**src/rtl/mcop_sequencer_if.sv**
```systemverilog
// Handshake bundle between the issuing agent, the sequencer and the multi-cycle
// ready generator.
interface mcop_sequencer_if #(
   parameter int WID  = 6,
   parameter int CNTW = 16
);
   logic            req_vld_i;
   logic            req_rdy_o;
   logic [WID-1:0]  req_id_i;
   logic            abort_i;
   logic            op_go_o;
   logic [WID-1:0]  op_id_o;
   logic            op_rdy_i;
   logic [WID-1:0]  op_id_i;
   logic            rsp_vld_o;
   logic            rsp_rdy_i;
   logic [WID-1:0]  rsp_id_o;
   logic            rsp_err_o;
   logic            mism_o;
   logic [CNTW-1:0] done_cnt_o;

   modport slave (
      input  req_vld_i, req_id_i, abort_i, op_rdy_i, op_id_i, rsp_rdy_i,
      output req_rdy_o, op_go_o, op_id_o, rsp_vld_o, rsp_id_o, rsp_err_o,
             mism_o, done_cnt_o
   );

   modport master (
      output req_vld_i, req_id_i, abort_i, op_rdy_i, op_id_i, rsp_rdy_i,
      input  req_rdy_o, op_go_o, op_id_o, rsp_vld_o, rsp_id_o, rsp_err_o,
             mism_o, done_cnt_o
   );
endinterface

```
**src/rtl/mcop_sequencer.sv**
```systemverilog
// Issue/completion controller: issues one tagged op to the ready generator,
// waits for its tagged completion, and returns a tagged response.
module mcop_sequencer #(
   parameter int WID  = 6,
   parameter int TMO  = 64,
   parameter int CNTW = 16
) (
   input  logic            clk_i,
   input  logic            rst_i,
   mcop_sequencer_if.slave bus
);

   localparam int TW = $clog2(TMO);

   typedef enum logic [1:0] {
      IDLE = 2'd0,
      RUN  = 2'd1,
      RESP = 2'd2
   } state_t;

   state_t          r_state;
   state_t          w_nextState;
   logic            r_opGo,    w_opGo;
   logic [WID-1:0]  r_opId,    w_opId;
   logic            r_rspVld,  w_rspVld;
   logic [WID-1:0]  r_rspId,   w_rspId;
   logic            r_rspErr,  w_rspErr;
   logic            r_mism,    w_mism;
   logic [CNTW-1:0] r_doneCnt, w_doneCnt;
   logic [TW-1:0]   r_timer,   w_timer;

   logic            w_match;
   logic            w_timeout;

   assign w_match   = bus.op_rdy_i && (bus.op_id_i == r_opId);
   assign w_timeout = (r_timer == TW'(TMO - 1));

   // Every output except req_rdy_o is computed here and registered below.
   always_comb begin
      w_nextState = r_state;
      w_opGo      = r_opGo;
      w_opId      = r_opId;
      w_rspVld    = r_rspVld;
      w_rspId     = r_rspId;
      w_rspErr    = r_rspErr;
      w_mism      = 1'b0;
      w_doneCnt   = r_doneCnt;
      w_timer     = r_timer;

      case (r_state)
         IDLE: begin
            if (bus.req_vld_i) begin
               w_opId      = bus.req_id_i;
               w_opGo      = 1'b1;
               w_timer     = '0;
               w_nextState = RUN;
            end
         end

         RUN: begin
            w_timer = r_timer + TW'(1);
            w_mism  = bus.op_rdy_i && !w_match;
            // Abort outranks a completion, which in turn outranks the timeout.
            if (bus.abort_i || w_match || w_timeout) begin
               w_opGo      = 1'b0;
               w_rspErr    = bus.abort_i || !w_match;
               w_rspId     = r_opId;
               w_rspVld    = 1'b1;
               w_nextState = RESP;
            end
         end

         RESP: begin
            if (r_rspVld && bus.rsp_rdy_i) begin
               w_rspVld = 1'b0;
               if (!r_rspErr) begin
                  w_doneCnt = r_doneCnt + CNTW'(1);
               end
               w_nextState = IDLE;
            end
         end

         default: begin
            w_nextState = IDLE;
         end
      endcase
   end

   always_ff @(posedge clk_i or posedge rst_i) begin
      if (rst_i) begin
         r_state   <= IDLE;
         r_opGo    <= 1'b0;
         r_opId    <= '0;
         r_rspVld  <= 1'b0;
         r_rspId   <= '0;
         r_rspErr  <= 1'b0;
         r_mism    <= 1'b0;
         r_doneCnt <= '0;
         r_timer   <= '0;
      end else begin
         r_state   <= w_nextState;
         r_opGo    <= w_opGo;
         r_opId    <= w_opId;
         r_rspVld  <= w_rspVld;
         r_rspId   <= w_rspId;
         r_rspErr  <= w_rspErr;
         r_mism    <= w_mism;
         r_doneCnt <= w_doneCnt;
         r_timer   <= w_timer;
      end
   end

   assign bus.req_rdy_o  = (r_state == IDLE);
   assign bus.op_go_o    = r_opGo;
   assign bus.op_id_o    = r_opId;
   assign bus.rsp_vld_o  = r_rspVld;
   assign bus.rsp_id_o   = r_rspId;
   assign bus.rsp_err_o  = r_rspErr;
   assign bus.mism_o     = r_mism;
   assign bus.done_cnt_o = r_doneCnt;

endmodule

```
**src/flat_wrapper.sv**
```systemverilog
// flat-port wrapper written by rule: the top's interface ports become plain ports
module mcop_sequencer_flat 
#(
   parameter int WID  = 6,
   parameter int TMO  = 64,
   parameter int CNTW = 16
)
  (clk_i, rst_i, bus_req_vld_i, bus_req_id_i, bus_abort_i, bus_op_rdy_i, bus_op_id_i, bus_rsp_rdy_i, bus_req_rdy_o, bus_op_go_o, bus_op_id_o, bus_rsp_vld_o, bus_rsp_id_o, bus_rsp_err_o, bus_mism_o, bus_done_cnt_o);
  mcop_sequencer_if #(.WID(WID), .CNTW(CNTW)) bus_i ();
  input  logic clk_i;
  input  logic rst_i;
  input wire logic [$bits(bus_i.req_vld_i)-1:0] bus_req_vld_i;
  input wire logic [$bits(bus_i.req_id_i)-1:0] bus_req_id_i;
  input wire logic [$bits(bus_i.abort_i)-1:0] bus_abort_i;
  input wire logic [$bits(bus_i.op_rdy_i)-1:0] bus_op_rdy_i;
  input wire logic [$bits(bus_i.op_id_i)-1:0] bus_op_id_i;
  input wire logic [$bits(bus_i.rsp_rdy_i)-1:0] bus_rsp_rdy_i;
  output wire logic [$bits(bus_i.req_rdy_o)-1:0] bus_req_rdy_o;
  output wire logic [$bits(bus_i.op_go_o)-1:0] bus_op_go_o;
  output wire logic [$bits(bus_i.op_id_o)-1:0] bus_op_id_o;
  output wire logic [$bits(bus_i.rsp_vld_o)-1:0] bus_rsp_vld_o;
  output wire logic [$bits(bus_i.rsp_id_o)-1:0] bus_rsp_id_o;
  output wire logic [$bits(bus_i.rsp_err_o)-1:0] bus_rsp_err_o;
  output wire logic [$bits(bus_i.mism_o)-1:0] bus_mism_o;
  output wire logic [$bits(bus_i.done_cnt_o)-1:0] bus_done_cnt_o;
  assign bus_i.req_vld_i = bus_req_vld_i;
  assign bus_i.req_id_i = bus_req_id_i;
  assign bus_i.abort_i = bus_abort_i;
  assign bus_i.op_rdy_i = bus_op_rdy_i;
  assign bus_i.op_id_i = bus_op_id_i;
  assign bus_i.rsp_rdy_i = bus_rsp_rdy_i;
  assign bus_req_rdy_o = bus_i.req_rdy_o;
  assign bus_op_go_o = bus_i.op_go_o;
  assign bus_op_id_o = bus_i.op_id_o;
  assign bus_rsp_vld_o = bus_i.rsp_vld_o;
  assign bus_rsp_id_o = bus_i.rsp_id_o;
  assign bus_rsp_err_o = bus_i.rsp_err_o;
  assign bus_mism_o = bus_i.mism_o;
  assign bus_done_cnt_o = bus_i.done_cnt_o;
  mcop_sequencer #(.WID(WID), .TMO(TMO), .CNTW(CNTW)) u_core (.clk_i(clk_i), .rst_i(rst_i), .bus(bus_i));
endmodule
```
**config.mk**
```make
export PLATFORM = sky130hd
export DESIGN_NAME = mcop_sequencer_flat
export DESIGN_NICKNAME = d
export VERILOG_FILES = /design/src/rtl/mcop_sequencer_if.sv /design/src/rtl/mcop_sequencer.sv /design/src/flat_wrapper.sv
export SDC_FILE = /design/constraint.sdc
export NUM_CORES = 1
export LEC_CHECK = 0
export CAP_MARGIN = 15
export CORE_MARGIN = 2
export CORE_UTILIZATION = 51
export CTS_BUF_LIST = sky130_fd_sc_hd__clkbuf_4
export DETAILED_ROUTE_END_ITERATION = 7
export PLACE_DENSITY = 0.82
export SYNTH_ARGS = -nofsm -noshare
export SYNTH_HDL_FRONTEND = slang
export SYNTH_SLANG_ARGS = --single-unit
```
**constraint.sdc**
```tcl
create_clock -name clk_i -period 2.6 [get_ports clk_i]
set_clock_uncertainty 0.2 [all_clocks]
set_input_delay 0.26 -clock clk_i [delete_from_list [all_inputs] [get_ports clk_i]]
set_output_delay 0.26 -clock clk_i [all_outputs]
set_load 0.05 [all_outputs]
```
; Word level (Yosys, flattened, before mapping)
; Index checks and enable logic that the tools add are counted.
[word_totals]
register_bits = 40
out_inout_bits = 33
[op_classes]
n_addsub = 2
n_eq_ne = 7
mux = 13
n_bitwise = 1
reduce_logical = 17
[op_table]
columns = operator, n
row1 = "16-bit by 1-bit adder with 16-bit output, second input constant", 1
row2 = 6-bit case mux with 2 select lines, 1
row3 = 3-bit AND reduction, 4
row4 = "6-bit by 1-bit adder with 6-bit output, second input constant", 1
row5 = 6-bit equality test, 1
row6 = "6-bit equality test, second input constant", 1
row7 = 2-bit two-way mux, 3
row8 = 6-bit two-way mux, 1
row9 = 2-bit case mux with 3 select lines, 1
row10 = 2-bit AND reduction, 3
row11 = 1-bit two-way mux, 5
row12 = "2-bit by 1-bit != test with 1-bit output, second input constant", 2
row13 = 1-bit case mux with 2 select lines, 2
row14 = 2-bit nonzero test, 2
row15 = 1-bit logical AND, 3
row16 = 1-bit logical OR, 3
row17 = "2-bit by 1-bit equality test with 1-bit output, second input constant", 1
row18 = "2-bit equality test, second input constant", 1
row19 = 2-bit zero test, 1
row20 = "2-bit != test, second input constant", 1
row21 = 1-bit zero test, 1
row22 = 1-bit NOT, 1

; Longest topological paths before layout
; Gate-level depths: netlist of run 1.
[logic_depth]
ltp_word = 6
ltp_mapped = 7

; Least setup slack after synthesis of run 1
; OpenSTA, ideal clock, no wires.
[synth_path]
kind = reg2reg
from = register u_core.r_state[0]
to = register u_core.r_timer[5]
setup_time_ns = 0.121
arrival_ns = 1.907
t_required_ns = 2.279
path_slack_ns = 0.371
path_stages_with_launch = 8
path_buffers = 1
period_less_slack_ns = 2.229
cell_sequence = dfrtp_1 inv_1 ha_1 clkbuf_1 nand2_1 a211oi_1 xnor2_1 nor2_1
[synth_between]
elab_chain_len = 3
word_cells_on_any_way = 6
[synth_lines]
columns = item, line_no
row1 = start: declaration, mcop_sequencer.sv:21  ; state_t r_state;
row2 = start signal: assignment, mcop_sequencer.sv:101  ; r_state <= w_nextState;
row3 = 2-bit zero test (*), --
row4 = net bus_req_rdy_o, flat_wrapper.sv:18  ; output wire logic [$bits(bus_i.req_rdy_o)-1:0] bus_req_rdy_o;
row5 = 2-bit != test (no source line) / 2-bit nonzero test (equally long branches), --
row6 = 2-bit AND reduction (no source line), --
row7 = end signal: assignment, mcop_sequencer.sv:109  ; r_timer <= w_timer;
row8 = end: declaration, mcop_sequencer.sv:30  ; logic [TW-1:0] r_timer, w_timer;
; The timed path passes the listed nets; every way through them passes the cells marked *.
; A chain may end at the register's enable or synchronous reset.

; Worst setup path after layout of run 1
[layout_path]
from = register u_core.r_state[0]
to = output port bus_req_rdy_o
[layout_between]
elab_chain_len = 1
[layout_lines]
columns = item, line_no
row1 = 2-bit zero test, mcop_sequencer.sv:113  ; assign bus.req_rdy_o = (r_state == IDLE);
row2 = end: declaration, flat_wrapper.sv:18
; Every way passes these cells.

==> results of run 1 <==
==> cell families (layout without fill, tap and decap cells) <==
family          count (synthesis)  in the layout  share of synthesized area (%)
compound gates                 27             27                          9.818
xor+xnor                       24             24                          10.24
fa+ha+maj                       5              5                          3.049
buf+inv                        15             71                          3.170
flops                          40             40                          48.78
mux                            16             16                          9.756
simple gates                   52             52                          15.18
==> flip-flops by register name, summed over array words and instances (netlist names) <==
signal                 count
u_core.bus.done_cnt_o     16
u_core.bus.op_id_o         6
u_core.bus.rsp_id_o        6
u_core.r_timer             6
u_core.r_state             2
u_core.bus.mism_o          1
u_core.bus.op_go_o         1
u_core.bus.rsp_err_o       1
u_core.bus.rsp_vld_o       1
==> cell usage in the layout (no fill, tap or decap), types with 3 or more instances in the layout <==
| cell type | count |
|---|---|
| inv_1 | 9 |
| mux2_2 | 8 |
| xor2_1 | 14 |
| nor2_1 | 13 |
| a211oi_1 | 5 |
| dfrtp_1 | 40 |
| clkdlybuf4s50_1 | 50 |
| nand2_1 | 11 |
| nand3_1 | 7 |
| xnor2_1 | 10 |
| ha_1 | 5 |
| clkbuf_4 | 6 |
| a21oi_1 | 6 |
| o21ai_0 | 4 |
| nor4_2 | 3 |
| nor3_1 | 7 |
| mux2_4 | 6 |
| buf_4 | 4 |
==> power groups by stage <==
stage / registers [mW] / logic [mW] / clock network, mW
after floorplan: 0.634 / 0.0207 / 0
after global routing: 0.622 / 0.0596 / 0.344
after CTS: 0.622 / 0.0547 / 0.322
final: 0.622 / 0.0536 / 0.309
after global placement: 0.634 / 0.0542 / 0
after detailed placement: 0.634 / 0.0546 / 0
==> worst min-delay path, stage by stage <==
cell             delay (ns)
clkdlybuf4s50_1        0.39
inv_1                  0.05
buf_4                  0.42
==> layout make-up <==
class | count | share of cell area [%]
clock inverters | 1 | 0.1876
flip-flops and latches | 40 | 37.52
multi-input cells | 124 | 36.96
well taps | 50 | 2.345
repair buffers | 54 | 19.89
clock buffers | 6 | 1.689
inverters | 10 | 1.407
==> final timing paths <==
| kind | cells past startpoint | slack (ns) | from | to |
|---|---|---|---|---|
| worst min register to register | 1 | 0.28 | u_core.bus.done_cnt_o[15] | u_core.bus.done_cnt_o[15] |
| min in group clk_i | 1 | 0.28 | u_core.bus.done_cnt_o[15] | u_core.bus.done_cnt_o[15] |
| worst max-delay path | 3 | 0.27 | u_core.r_state[0] | bus_req_rdy_o |
| worst min-delay path | 3 | 0.1 | rst_i | u_core.bus.done_cnt_o[1] |
| max in group asynchronous | 3 | 1.72 | rst_i | u_core.bus.done_cnt_o[9] |
| worst max register to register | 6 | 0.46 | u_core.r_state[0] | u_core.bus.done_cnt_o[14] |
==> metal layers <==
layer | track usage [%] | wire length, µm | vias up
met3 | 6.333 | 191 | 6
met2 | 34.78 | 1946 | 41
met4 | 8.418 | 77 | 0
met5 | 0 | 0 | -
met1 | 24.97 | 1782 | 736
li1 | - | - | 736
==> flow_summary.toml, run 1 <==
[status]
outcome = "finished clean"

[clock_tree]
h-tree-depth = 2
cts_made_buffers = 5
ctsHoldBuffers = 0
cts_tree = "done"
cts-root-buf = "clkbuf_4"
cts_buffer_depth = 2
clk_pin_slew_worst_paths_ns = 0.13
postCtsResizedCells = 0
cts_setup_buffers = 0
cts.sinks = 40
worst_skew_pair.late_latency_ns = 0.36

[finish]
multi_input_comb_area_um2 = 985.9
final_core_util_pct = 67.66
drive_gt1_share_pct = 14.04
final_cells = 285
area_delta_synth_final_pct = 30.00
fin_area_um2 = 2668
fillCellCount = 308
antenna_cells = 0
seqCellArea_um2 = 1001
nets = 258

[synthesis]
synth_nets = 202
synth_cells = 179
yosysTopAreaCellShare_pct = 48.78
yosysWarnings = 0
synth_common_cells = "40 x dfrtp_1, 14 x xor2_1, 13 x nor2_1, 11 x nand2_1, 10 x xnor2_1"
yosysMostFrequentCell = "dfrtp_1"
avgSynthCellArea_um2 = 11.46
synth-edff-count = 0
yosys.area.top_type = "dfrtp_1"
synth.distinct_cells = 40
netlist_area_um2 = 2052
synthArstFlopShare_pct = 100.0
synth_seq_cells = 40
ys_seq_area_share_pct = 48.78
synth_area_leaders = "dfrtp_1 49%, xor2_1 6.0%, mux2_2 4.4%"
synthFlopType = "dfrtp_1"

[worst_hold_path]
hold_path.class = "primary input to asynchronous set/reset pin"

[setup_path]
end_kind = "output port"
critPathBufInv = 2
worstPathArrival_ns = 1.87
cp_top_family = "buffers and inverters"
path_cells = "inv_1 > ha_1 > clkdlybuf4s50_1"
slowest_stage = "clkdlybuf4s50_1"
path_max_fanout = 4
slowest_delay_ns = 0.82
cp.required_ns = 2.14
critical_path_class = "flip-flop to output port"
crit_path_start_kind = "flip-flop"

[sta]
slew_violations = 0
rsz0062_at_grt = "no"
finalHoldViolations = 0
fmax_mhz = 430.0
maxSlewHeadroom_pct = 64.40
setup_viol = 0
worstMarginPinSlew_ns = 0.5206
worst_slack_ns = 0.2746
setup_tns_ns = 0
timing.final.crit_share_pct = 89.44
fin_crit_ns = 2.325
holdWs_ns = 0.09698

[power_and_ir_drop]
peakVddDrop_v = 0.0002555
pwr-share-seq_pct = 63.2
p_sw_mw = 0.2232
p_leak_nw = 1.276
p_comb_share_pct = 5.4
pwr-share-clk_pct = 31.4
powerDensity_nw_per_um2 = 369.0
p_sw_share_pct = 22.68
power.total_mw = 0.9843
internal-power_mw = 0.7611

[global_routing]
grt_antenna_before_repair = 0
grt_pass1_vias = 1513
grt_max_degree = 41
grtUsageTotal_pct = 20.78
grt_pass1_wl_um = 6851
gr-total-overflow = 0

[routing]
via_count = 1519
drt-initial-drc-count = 52
vias_per_cell = 5.330
wire_per_inst_um = 14.02
drt_wl_total_um = 3997
drtPass1Iterations = 4
drtAntennaViolNets = 0
drt_drc_violations_left = 0

[placed_design]
io_buffers = 50
gp_congestion = 0.7742
placed_area_um2 = 2618
dp_slack_ns = 0.3585
place_hpwl_um = 2937
dp.cells = 278

[flow_run]
cap_violations = 0

[floorplan]
die_w_um = 67.43
die_h_um = 67.43
start_util_pct = 52.05
rows = 23
ios = 51
die_area_um2 = 4547
core_um2 = 3943
Note: power is estimated with default switching activity, not from simulation.
==> run 2: changes to the inputs <==
Settings changed: CORE_UTILIZATION 51 to 45, PLACE_DENSITY 0.82 to 0.74.
==> flow_summary.toml, run 2 (same netlist as run 1, synthesis figures left out) <==
[clock_tree]
ctsHoldBuffers = 0
cts.sinks = 40
cts-root-buf = "clkbuf_4"
cts_buffer_depth = 2
h-tree-depth = 2
cts_tree = "done"
cts_made_buffers = 5
clk_pin_slew_worst_paths_ns = 0.12
postCtsResizedCells = 0
worst_skew_pair.late_latency_ns = 0.35
cts_setup_buffers = 0

[routing]
wire_per_inst_um = 13.92
drt-initial-drc-count = 121
drt_drc_violations_left = 0
drt_wl_total_um = 3996
drtAntennaViolNets = 0
drtPass1Iterations = 4
via_count = 1519
vias_per_cell = 5.293

[setup_path]
worstPathArrival_ns = 1.87
critical_path_class = "flip-flop to output port"
cp.required_ns = 2.14
end_kind = "output port"
slowest_delay_ns = 0.81
crit_path_start_kind = "flip-flop"
slowest_stage = "clkdlybuf4s50_1"
path_max_fanout = 4
path_cells = "inv_1 > ha_1 > clkdlybuf4s50_1"

[finish]
final_cells = 287
final_cell_mix = "50 x clkdlybuf4s50_1, 40 x dfrtp_1, 14 x xor2_1"
largest_reg_flops = 16
layout_commonest_cell = "clkdlybuf4s50_1"
antenna_cells = 0
nets = 257
drive_gt1_share_pct = 14.04
area_delta_synth_final_pct = 31.22

[sta]
maxSlewHeadroom_pct = 65.32
fmax_mhz = 429.1
setup_viol = 0
worst_slack_ns = 0.2697
finalHoldViolations = 0
holdWs_ns = 0.1206
setup_tns_ns = 0
rsz0062_at_grt = "no"
timing.final.crit_share_pct = 89.63
fin_crit_ns = 2.330
slew_violations = 0
worstMarginPinSlew_ns = 0.5071

[global_routing]
grt_pass1_vias = 1501
grt_antenna_before_repair = 0
grt_max_degree = 41
grt_pass1_wl_um = 6962
grtUsageTotal_pct = 17.25
gr-total-overflow = 0

[status]
outcome = "finished clean"

[flow_run]
cap_violations = 0

[power_and_ir_drop]
p_leak_nw = 1.284
powerDensity_nw_per_um2 = 402.8
power.total_mw = 1.085
peakVddDrop_v = 0.0002054

[placed_design]
dp.cells = 279
dp_slack_ns = 0.3237
gp_congestion = 0.8109
place_hpwl_um = 2915
io_buffers = 50

[floorplan]
die_area_um2 = 5116
die_h_um = 71.53
core_um2 = 4384
rows = 24
ios = 51
start_util_pct = 46.80
die_w_um = 71.53

[worst_hold_path]
hold_path.class = "primary input to asynchronous set/reset pin"
==> run 2: changes by cell type in the layout (fill, tap and decap cells not counted), sizes merged <==
cell	before	now
buf	4	3
bufinv	0	1
==> run 2: critical path: cells and delay by family, from the launching register on <==
family | cells | cell delay [ns]
fa+ha+maj | 1 | 0.18
buf+inv | 2 | 0.92
flops | 1 | 0.43
==> run 2: through the flow <==
step | instance area (µm²) | utilization, %
after detailed placement | 2613 | 59.59
final | 2693 | 61.42
after CTS | 2693 | 61.42
after global routing | 2693 | 61.42
after global placement | 2613 | 59.59
after floorplan | 2052 | -
==> run 2: metal layers <==
metal / part of all wire [%] / global-route usage (%) / routed length (µm)
met1: 45 / 22.86 / 1805
met2: 47 / 27.16 / 1860
met3: 6.6 / 5.204 / 264
met4: 1.6 / 5.870 / 65
met5: 0 / 0 / 0
==> run 2: final timing paths <==
check	from	to	slack, ns	cells past startpoint
setup / recovery	u_core.r_state[0]	bus_req_rdy_o	0.27	3
hold / removal	rst_i	u_core.bus.op_id_o[1]	0.12	3
setup reg to reg	u_core.r_state[1]	u_core.bus.rsp_id_o[5]	0.31	6
hold reg to reg	u_core.bus.done_cnt_o[15]	u_core.bus.done_cnt_o[15]	0.27	1
max in group asynchronous	rst_i	u_core.bus.op_id_o[0]	1.73	3
min in group clk_i	u_core.bus.done_cnt_o[15]	u_core.bus.done_cnt_o[15]	0.27	1
==> run 2: power breakdown <==
group	internal, mW	switching, mW
sequential	0.622	0
combinational	0.0280	0.0245
clock	0.212	0.198
==> run 2: area by class of cell <==
class | instances | area (µm²)
Tap cell | 52 | 65.06
Timing Repair Buffer | 53 | 523.0
Inverter | 10 | 37.54
Sequential cell | 40 | 1001
Multi-Input combinational cell | 124 | 985.9
Clock buffer | 6 | 45.04
Fill cell | 369 | 1692
Clock inverter | 2 | 35.03
==> run 3: changes to the inputs <==
Settings changed: CORE_ASPECT_RATIO set to 2, CORE_UTILIZATION 45 to 35, GPL_ROUTABILITY_DRIVEN set to 0, PLACE_DENSITY 0.74 to unset.
==> flow_summary.toml, run 3 (same netlist as run 1, synthesis figures left out) <==
[status]
outcome = "finished clean"

[sta]
setup_viol = 0
finalHoldViolations = 0
maxSlewHeadroom_pct = 65.36
rsz0062_at_grt = "no"
setup_tns_ns = 0
fin_crit_ns = 2.381
worstMarginPinSlew_ns = 0.5180
slew_violations = 0
fmax_mhz = 420.0
timing.final.crit_share_pct = 91.59

[routing]
drt_drc_violations_left = 0
wire_per_inst_um = 15.60
met1_length_um = 1666
via_count = 1556
dr_wl_met3_um = 162
drtPass1Iterations = 4
drtAntennaViolNets = 0
drt-initial-drc-count = 14
vias_per_cell = 5.239
routed-wl-met2_um = 2693
dr.max_layer_used = "met4"
drt_wl_total_um = 4634

[power_and_ir_drop]
p_sw_mw = 0.2411
powerDensity_nw_per_um2 = 370.3
peakVddDrop_v = 0.0002522
power.total_mw = 0.9951
p_leak_nw = 1.279
p_comb_share_pct = 5.4
pwr-share-clk_pct = 32.1
internal-power_mw = 0.7540
pwr-share-seq_pct = 62.5
p_sw_share_pct = 24.23

[worst_hold_path]
hold_path.class = "primary input to asynchronous set/reset pin"

[floorplan]
core_um2 = 5709
ios = 51
die_w_um = 58.14
die_h_um = 112.3
die_area_um2 = 6528
start_util_pct = 35.94
rows = 39

[clock_tree]
cts_buffer_depth = 2
clk_pin_slew_worst_paths_ns = 0.13
cts_made_buffers = 5
worst_skew_pair.late_latency_ns = 0.36
cts.sinks = 40
postCtsResizedCells = 0
cts_setup_buffers = 0
ctsHoldBuffers = 0
cts_tree = "done"
h-tree-depth = 2
cts-root-buf = "clkbuf_4"

[setup_path]
critical_path_class = "flip-flop to output port"
cp_top_family = "buffers and inverters"
worstPathArrival_ns = 1.92
critPathBufInv = 2
slowest_stage = "clkdlybuf4s50_1"
end_kind = "output port"
path_cells = "inv_1 > ha_1 > clkdlybuf4s50_1"
cp.required_ns = 2.14
ff2ff_setup_slack_ns = 0.46
crit_path_start_kind = "flip-flop"
slowest_delay_ns = 0.81
path_max_fanout = 4

[global_routing]
grt_pass1_wl_um = 7638
grtUsageTotal_pct = 15.55
grt_max_degree = 41
grt_antenna_before_repair = 0
gr-total-overflow = 0
grt_pass1_vias = 1598

[finish]
final_cell_mix = "50 x clkdlybuf4s50_1, 40 x dfrtp_1, 14 x xor2_1"
area_delta_synth_final_pct = 30.98
largest_reg_flops = 16
drive_gt1_share_pct = 14.41
nets = 258
layout_commonest_cell = "clkdlybuf4s50_1"
final_core_util_pct = 47.07
fillCellCount = 533
antenna_cells = 0

[flow_run]
cap_violations = 0

[placed_design]
place_hpwl_um = 3554
io_buffers = 50
## run 3: changes by cell type in the layout (fill, tap and decap cells not counted), sizes merged
cell	change
clkinv	+2
clkbuf	-1
bufinv	-1
buf	+1
## run 3: worst reg2reg max path, cell delays in order, from the launching register on
cell and delay (ns):
dfrtp_1 0.45, inv_1 0.12, ha_1 0.18, and4b_1 0.34, nand3_1 0.26, nor4_2 0.35, xor2_1 0.16
## run 3: final timing paths
kind / start / to / cells after the start
worst max register to register: u_core.r_state[0] / u_core.bus.done_cnt_o[14] / 6
worst min-delay path: rst_i / u_core.bus.done_cnt_o[12] / 3
max in group asynchronous: rst_i / u_core.r_timer[1] / 3
worst max-delay path: u_core.r_state[0] / bus_req_rdy_o / 3
min in group clk_i: bus_req_id_i[5] / u_core.bus.op_id_o[5] / 2
worst min register to register: u_core.bus.done_cnt_o[10] / u_core.bus.done_cnt_o[10] / 1
## run 3: final cells by class
type | count | area [µm²] | share of cell area, %
Clock buffer | 5 | 37.54 | 1.397
Clock inverter | 3 | 18.77 | 0.6983
Inverter | 10 | 37.54 | 1.397
Multi-Input combinational cell | 124 | 985.9 | 36.69
Sequential cell | 40 | 1001 | 37.24
Tap cell | 61 | 76.32 | 2.840
Timing Repair Buffer | 54 | 530.5 | 19.74
## run 3: through the flow
stage	std cells	instance area [µm²]	setup WS (ns)	hold slack, ns
2_1_floorplan	179	2052	0.3715	0.2106
3_3_place_gp	289	2631	0.3705	0.2980
3_5_place_dp	289	2631	0.3465	0.2993
4_1_cts	297	2688	0.2011	0.1304
5_1_grt	297	2688	0.1320	0.1423
6_report	297	2688	0.2188	0.1269
## run 3: power by group through the flow
stage	Combinational (mW)	Sequential [mW]	Clock, mW
finish	0.0540	0.622	0.319
global route	0.0591	0.622	0.369
CTS	0.0557	0.622	0.338
detailed placement	0.0554	0.634	0
global placement	0.0551	0.634	0
floorplan	0.0207	0.634	0
## run 3: per-layer routing
layer  track usage (%)  up-vias
met1             15.72      763
met4             7.442        0
met2             29.09       39
li1                  -      744
met3             2.880       10
met5                 0        -
